--- src/rtl/clk_div_prog_if.sv ---
// Load/busy handshake and divided-clock outputs of clk_div_prog.
// master drives enable and divisor loads; slave is the divider.
interface clk_div_prog_if #(
  parameter int WIDTH = 8
);
  logic             en;
  logic [WIDTH-1:0] div_in;
  logic             div_load;
  logic             div_busy;
  logic [WIDTH-1:0] div_cur;
  logic             clk_out;
  logic             tick;

  modport master (
    output en, div_in, div_load,
    input  div_busy, div_cur, clk_out, tick
  );

  modport slave (
    input  en, div_in, div_load,
    output div_busy, div_cur, clk_out, tick
  );
endinterface

--- src/rtl/clk_div_prog.sv ---
// Runtime-programmable clock divider with glitch-free divisor reload.
// Optional CLK_DIV_ODD_DUTY_EN adds a negedge flop for 50% odd duty.
module clk_div_prog #(
  parameter int WIDTH       = 8,
  parameter int DEFAULT_DIV = 3
) (
  input logic          clk,
  input logic          reset,
  clk_div_prog_if.slave bus
);

  localparam logic [WIDTH-1:0] DEF = WIDTH'(DEFAULT_DIV);
  localparam logic [WIDTH-1:0] MIN = WIDTH'(2);

  logic [WIDTH-1:0] div_q, div_d;
  logic [WIDTH-1:0] pend_q, pend_d;
  logic             pend_v_q, pend_v_d;
  logic [WIDTH-1:0] cnt_q, cnt_d;
  logic             hi_q, hi_d;
  logic             tick_q, tick_d;

  logic             wrap;
  logic [WIDTH-1:0] clamped;
  logic [WIDTH:0]   half_d;

  assign wrap    = (cnt_q == (div_q - WIDTH'(1)));
  assign clamped = (bus.div_in < MIN) ? MIN : bus.div_in;
  assign half_d  = ({1'b0, div_d} + (WIDTH+1)'(1)) >> 1;

  // Next state: count, apply pending divisor at wrap, accept loads.
  always_comb begin
    div_d    = div_q;
    pend_d   = pend_q;
    pend_v_d = pend_v_q;
    cnt_d    = cnt_q;
    hi_d     = hi_q;
    tick_d   = 1'b0;
    if (bus.en) begin
      if (wrap) begin
        cnt_d  = '0;
        tick_d = 1'b1;
        if (pend_v_q) begin
          div_d    = pend_q;
          pend_v_d = 1'b0;
        end
      end else begin
        cnt_d = cnt_q + WIDTH'(1);
      end
      if (bus.div_load) begin
        pend_d   = clamped;
        pend_v_d = 1'b1;
      end
      hi_d = ({1'b0, cnt_d} < half_d);
    end
  end

  // State registers with synchronous reset.
  always_ff @(posedge clk) begin
    if (reset) begin
      div_q    <= DEF;
      pend_q   <= DEF;
      pend_v_q <= 1'b0;
      cnt_q    <= DEF - WIDTH'(1);
      hi_q     <= 1'b0;
      tick_q   <= 1'b0;
    end else begin
      div_q    <= div_d;
      pend_q   <= pend_d;
      pend_v_q <= pend_v_d;
      cnt_q    <= cnt_d;
      hi_q     <= hi_d;
      tick_q   <= tick_d;
    end
  end

`ifdef CLK_DIV_ODD_DUTY_EN
  logic hi_n;

  // Half-cycle delayed high phase trims odd divisors to exact 50%.
  always_ff @(negedge clk) begin
    if (reset) hi_n <= 1'b0;
    else       hi_n <= hi_q;
  end

  assign bus.clk_out = div_q[0] ? (hi_q & hi_n) : hi_q;
`else
  assign bus.clk_out = hi_q;
`endif

  assign bus.tick     = tick_q;
  assign bus.div_busy = pend_v_q;
  assign bus.div_cur  = div_q;

endmodule

--- src/flat_wrapper.sv ---
// flat-port wrapper written by rule: the top's interface ports become plain ports
module clk_div_prog_flat 
#(
  parameter int WIDTH       = 8,
  parameter int DEFAULT_DIV = 3
)
  (clk, reset, bus_en, bus_div_in, bus_div_load, bus_div_busy, bus_div_cur, bus_clk_out, bus_tick);
  clk_div_prog_if #(.WIDTH(WIDTH)) bus_i ();
  input logic clk;
  input logic reset;
  input wire logic [$bits(bus_i.en)-1:0] bus_en;
  input wire logic [$bits(bus_i.div_in)-1:0] bus_div_in;
  input wire logic [$bits(bus_i.div_load)-1:0] bus_div_load;
  output wire logic [$bits(bus_i.div_busy)-1:0] bus_div_busy;
  output wire logic [$bits(bus_i.div_cur)-1:0] bus_div_cur;
  output wire logic [$bits(bus_i.clk_out)-1:0] bus_clk_out;
  output wire logic [$bits(bus_i.tick)-1:0] bus_tick;
  assign bus_i.en = bus_en;
  assign bus_i.div_in = bus_div_in;
  assign bus_i.div_load = bus_div_load;
  assign bus_div_busy = bus_i.div_busy;
  assign bus_div_cur = bus_i.div_cur;
  assign bus_clk_out = bus_i.clk_out;
  assign bus_tick = bus_i.tick;
  clk_div_prog #(.WIDTH(WIDTH), .DEFAULT_DIV(DEFAULT_DIV)) u_core (.clk(clk), .reset(reset), .bus(bus_i));
endmodule
--- config.mk ---
export PLATFORM = sky130hd
export DESIGN_NAME = clk_div_prog_flat
export DESIGN_NICKNAME = d
export VERILOG_FILES = /design/src/rtl/clk_div_prog_if.sv /design/src/rtl/clk_div_prog.sv /design/src/flat_wrapper.sv
export SDC_FILE = /design/constraint.sdc
export NUM_CORES = 1
export LEC_CHECK = 0
export CORE_MARGIN = 3
export CORE_UTILIZATION = 61
export CTS_BUF_LIST = sky130_fd_sc_hd__clkbuf_4 sky130_fd_sc_hd__clkbuf_8 sky130_fd_sc_hd__clkbuf_16
export DETAILED_ROUTE_END_ITERATION = 8
export PLACE_DENSITY = 0.9
export SYNTH_ARGS = -nofsm -noshare
export SYNTH_HDL_FRONTEND = slang
export SYNTH_SLANG_ARGS = --single-unit
--- constraint.sdc ---
create_clock -name clk -period 8.81 [get_ports clk]
set_input_delay 0.881 -clock clk [delete_from_list [all_inputs] [get_ports clk]]
set_output_delay 0.881 -clock clk [all_outputs]
set_load 0.03 [all_outputs]
Word-level counts from Yosys, hierarchy flattened
Cells that the tools add are included.

$add $sub $neg: 3. Multiply operators: 0. Divide/modulo/power cells: 0. Magnitude comparators: 2. Equality and inequality tests: 1. Shift operators: 0. Multiplexer cells: 9. Bitwise operators: 1. Reductions and logical operators: 4.

Operators by type and width (number): two-way mux 8 bit (6); adder 8 x 1 -> 9 bit (second input constant) (1); adder 8 x 1 -> 8 bit (second input constant) (1); == test 8 bit (1); less-than comparator 8 x 2 -> 1 bit (second input constant) (1); less-than comparator 8 bit (1); subtractor 8 x 1 -> 8 bit (second input constant) (1); AND reduction 2 bit (2); two-way mux 1 bit (3); nonzero test 2 bit (1); OR reduction 2 bit (1); inverter 1 bit (1).

Bits in registers: 27. Latch bits: 0. Bits in writable memories: 0. ROM bits: 0. Bits of input ports: 12. Output and inout port bits: 11. Logic and storage cells: 26. Memories: 0.

Logic depth before layout (Yosys ltp)
Depth after elaboration: 6. Depth in mapped cells: 20. Mapped depth without buffers: 18.

Least setup slack after synthesis
Ideal clock, no wire load.

Path kind: register to register. From: reg u_core.div_q[0], in the netlist u_core.bus.div_cur[0]. To: reg u_core.hi_q, in the netlist u_core.bus.clk_out. Library setup time: 0.074 ns. Arrival time: 4.130 ns. Data required time: 8.736 ns. Slack: 4.606 ns. Stages on the path, launching flop included: 20. Path buffers: 1. Period minus slack after synthesis: 4.204 ns. Cells stage by stage: dfxtp_1 -> inv_1 -> ha_1 -> or3b_1 -> a211oi_2 -> and4_4 -> and3_1 -> buf_4 -> a31o_1 -> ha_1 -> nand3_1 -> nor2_1 -> xor2_1 -> mux2i_1 -> ha_1 -> a21o_1 -> a21o_1 -> a2111oi_0 -> nand2_1 -> o21ai_0.

Longest elaborated chain between the ends: 6. Elaborated cells between the ends (all ways): 9. Classes of those cells: add/sub (2); order compare (1); eq/ne (1); mux (5).

RTL lines: start: declaration (line clk_div_prog.sv:15) `logic [WIDTH-1:0] div_q, div_d;`; start signal: assignment (line clk_div_prog.sv:67) `div_q <= div_d;`; subtractor 8 x 1 -> 8 bit (line clk_div_prog.sv:26) `assign wrap = (cnt_q == (div_q - WIDTH'(1)));`; == test 8 bit (line clk_div_prog.sv:26); two-way mux 8 bit (line clk_div_prog.sv:39) `if (wrap) begin`; two-way mux 8 bit (line clk_div_prog.sv:38) `if (bus.en) begin`; via u_core.div_d[1] (line clk_div_prog.sv:15); adder 8 x 1 -> 9 bit (line clk_div_prog.sv:28) `assign half_d = ({1'b0, div_d} + (WIDTH+1)'(1)) >> 1;`; less-than comparator 8 bit (line clk_div_prog.sv:53) `hi_d = ({1'b0, cnt_d} < half_d);`; end signal: assignment (line clk_div_prog.sv:71) `hi_q <= hi_d;`; end: declaration (line clk_div_prog.sv:19) `logic hi_q, hi_d;`.

The timed path passes the listed nets, and every way through them passes these cells. The select of a mux whose other input is x is not followed. A chain may end at the register's enable or synchronous reset.

Worst setup path in the final report
From: reg u_core.div_q[0], in the netlist u_core.bus.div_cur[0]. To: reg u_core.hi_q, in the netlist u_core.bus.clk_out.

Longest elaborated chain between the ends: 6. Elaborated cells between the ends (all ways): 9. Classes of those cells: add/sub (2); order compare (1); eq/ne (1); mux (5).

RTL lines (line): subtractor 8 x 1 -> 8 bit (clk_div_prog.sv:26); == test 8 bit (clk_div_prog.sv:26); two-way mux 8 bit (clk_div_prog.sv:39); two-way mux 8 bit * (clk_div_prog.sv:38); via u_core.div_d[0] (clk_div_prog.sv:15); adder 8 x 1 -> 9 bit * (clk_div_prog.sv:28); less-than comparator 8 bit * (clk_div_prog.sv:53).

The timed path passes the listed nets; every way through them passes the cells marked *. The select of a mux whose other input is x is not followed.

==> flow_summary.yaml <==
floorplan:
  row_count: 20
  die_area_sq_um: 4290
  core-area_sq_um: 3200
  initial_core_util_pct: 67.3
  die_h_um: 65.5
  ioPinCount: 23
  die_x_um: 65.5
sta:
  slew_violations: 0
  finalSetupTns_ns: 0
  fmax_ghz: 0.203
  rsz0062_at_grt: "no"
  finalSetupViolCount: 0
  fin_crit_ns: 4.92
  hold_viol: 0
  hold_slack_ns: 0.536
  slew_headroom_pct: 39.8
  tightest_slew_ns: 0.900
  fin_crit_sh_pct: 55.9
  skew_ns: 0.0113
detailed_routing:
  vias: 2050
  drt-vias-per-instance: 6.55
  wire_per_inst_um: 16.1
  routed_wl_um: 5040
  ant_nets: 0
  dr.pass1.iters: 5
  first_iter_violations: 157
  drc_errors: 0
power:
  vdd_drop_max_uv: 96.6
  powerDensity_nw_per_um2: 131
  p_int_uw: 193
  leakagePower_nw: 0.861
  p_clk_share_pct: 18.5
  net-switching-power_uw: 113
  combPwrFrac_pct: 36.4
  seq_power_share_pct: 45.1
  switching_share_pct: 36.8
worst_setup_path:
  reg2reg_from: "u_core.bus.div_cur[0]$_SDFF_PP1_"
  critPathKind: "flip-flop to flip-flop"
  worstSetupEndpointType: "flip-flop"
  start_kind: "flip-flop"
  slowest_stage: "a2111oi_0"
  cp.required_ns: 9.08
  path_max_fanout: 20
  cp_data_arrival_time_ns: 5.19
  critical-path-max-stage-delay_ns: 0.56
  cpMostUsedCell: "ha_1"
  path_cells: "inv_1, ha_1, or3b_1, a211oi_2, and4_4, and3_1, a31o_2, ha_1, nand3_1, nor2_1, xor2_1, mux2i_1, ha_1, a21o_1, a21o_1, a2111oi_0, nand2_1, o21ai_0"
  startpoint: "u_core.bus.div_cur[0]$_SDFF_PP1_"
cts:
  clk-insertion-delay-late_ns: 0.33
  clk_path_buf_depth: 2
  cts_setup_buffers: 0
  hold_buffers: 0
  htreeDepth: 1
  clk_pin_slew_worst_paths_ns: 0.15
  cts.sinks: 27
  cts_tree: "built"
  cts_made_buffers: 3
  root_buffer: "clkbuf_4"
  cts_resized: 0
placed_design:
  io_buffers: 22
  place_area_sq_um: 2310
  dp.cells: 309
  gp_congestion: 0.836
  dp_hpwl_um: 3750
min_path:
  hold_path.class: "flip-flop to flip-flop"
  min_from: "u_core.bus.clk_out$_SDFFE_PP0P_"
yosys:
  synth_flop_cell: "dfxtp_1"
  synth_cell_type_count: 52
  synth_top_area_share_pct: 25.1
  syn_inst: 267
  yosysWarnings: 0
  synth_top_cells_by_area: "dfxtp_1, ha_1, xor2_1"
  ys_ff_latch: 27
  seq_area_frac_synth_pct: 25.1
  async_flop_share_pct: 0
  synth_fp_nets: 289
  syn_area_per_cell_sq_um: 8.08
  syn_area_sq_um: 2160
  synth_edf_count: 0
  yosysTopAreaCell: "dfxtp_1"
layout:
  post-route-cell-area_sq_um: 2340
  regArea_sq_um: 541
  n_fill_cell: 284
  stdcell_count: 313
  antenna_cells: 0
  fin_nets: 292
  area_growth_pct: 8.35
  multiInputGateArea_sq_um: 1460
  drive_above_1_share_pct: 7.81
global_route:
  grt_pass1_vias: 1940
  antenna_found_initial: 0
  track_usage_pct: 25.8
  grt_overflow: 0
  grt_pass1_wl_um: 8800
  grt_max_degree: 25
run_status:
  status: "completed"
flow_run:
  cap_violations: 0
-- state kept, by name, summed over array words and instances (netlist names) --
name / cells
u_core.bus.div_cur: 8
u_core.cnt_q: 8
u_core.pend_q: 8
u_core.bus.clk_out: 1
u_core.bus.div_busy: 1
u_core.bus.tick: 1
-- power groups by stage --
stage          combinational [mW]  clock (mW)  sequential (mW)
3_3_place_gp                0.107           0            0.141
4_1_cts                     0.110      0.0593            0.138
3_5_place_dp                0.109           0            0.141
6_report                    0.111      0.0567            0.138
2_1_floorplan              0.0842           0            0.145
5_1_grt                     0.121      0.0648            0.139
-- cells in the mapped netlist (2+ instances only) --
cell / instances
mux2_4: 2
nand3_1: 13
nor2_1: 13
o21a_1: 3
nor3_1: 3
a31o_1: 2
ha_1: 10
clkbuf_1: 10
a21oi_1: 15
a31oi_1: 4
o21ai_0: 7
o31ai_1: 7
buf_6: 3
a32oi_1: 8
a2111oi_0: 3
mux2i_1: 4
a21o_1: 2
xnor2_1: 12
nand4_1: 13
inv_1: 6
or2_1: 2
nand3b_1: 3
nand2b_1: 4
nand4b_1: 2
and2_1: 2
nand2_1: 26
or4_1: 5
or2_2: 3
dfxtp_1: 27
a31o_2: 6
and4_1: 3
a311o_1: 3
xor2_1: 13
buf_2: 10
-- layout by cell type, fill, tap and decap left out, drive strengths merged, types with 2 or more instances in the layout --
cell and instances:
nor3 4, nand4b 2, and4 4, mux2i 4, o21a 3, inv 6
o31ai 8, a2111oi 3, or4 5, xor2 13, a31o 8, a211oi 2
nand3 14, ha 10, nand3b 3, mux2 2, and2 2, a311o 3
nor2 13, nand2b 4, clkbuf 4, or2 5, dfxtp 27, a31oi 4
clkdlybuf4s50 22, xnor2 12, nand4 13, a21o 2, nand2 26, a21oi 15
o21ai 8, a32oi 8
-- worst max-delay path, delay by kind of cell (launching register included) --
kind	cells	cell delay [ns]
buf+inv	1	0.13
xor+xnor	1	0.16
compound gates	6	1.54
flops	1	0.40
fa+ha+maj	3	0.79
simple gates	6	1.76
mux	1	0.10
-- cell families after synthesis --
kind of cell    share of synthesized area (%)
fa+ha+maj                                5.80
buf+inv                                  7.37
compound gates                           22.3
flops                                    25.1
simple gates                             26.1
mux                                      3.25
xor+xnor                                 10.2
-- stage by stage --
step / setup slack [ns] / util, % / power, mW
floorplan: 4.61 / - / 0.229
global placement: 4.14 / 72.0 / 0.247
CTS: 3.95 / 73.0 / 0.307
global route: 3.41 / 73.0 / 0.326
detailed placement: 3.96 / 72.0 / 0.250
finish: 3.89 / 73.0 / 0.306
-- path summary, 6_finish.rpt --
check,end,slack [ns],cells after the start
hold / removal,u_core.bus.clk_out$_SDFFE_PP0P_,0.54,2
hold reg to reg,u_core.bus.clk_out$_SDFFE_PP0P_,0.54,2
setup reg to reg,u_core.bus.clk_out$_SDFFE_PP0P_,3.89,18
setup / recovery,u_core.bus.clk_out$_SDFFE_PP0P_,3.89,18
-- layer usage --
metal / vias to the layer above / routed length (um) / GRT usage, % / part of all wire (%)
li1: 996 / - / - / -
met1: 982 / 2260 / 31.8 / 45
met2: 62 / 2450 / 44.5 / 49
met3: 10 / 241 / 3.76 / 4.8
met4: 0 / 95 / 11.1 / 1.9
met5: - / 0 / 0 / 0
-- cell type report --
cell class | count | share of cell area (%)
inverter | 7 | 1.12
timing repair buffer | 23 | 9.74
tap | 44 | 2.36
clock buffer | 4 | 1.28
multi-input combinational | 208 | 62.4
sequential | 27 | 23.1
Power figures use the tool's default switching activity.
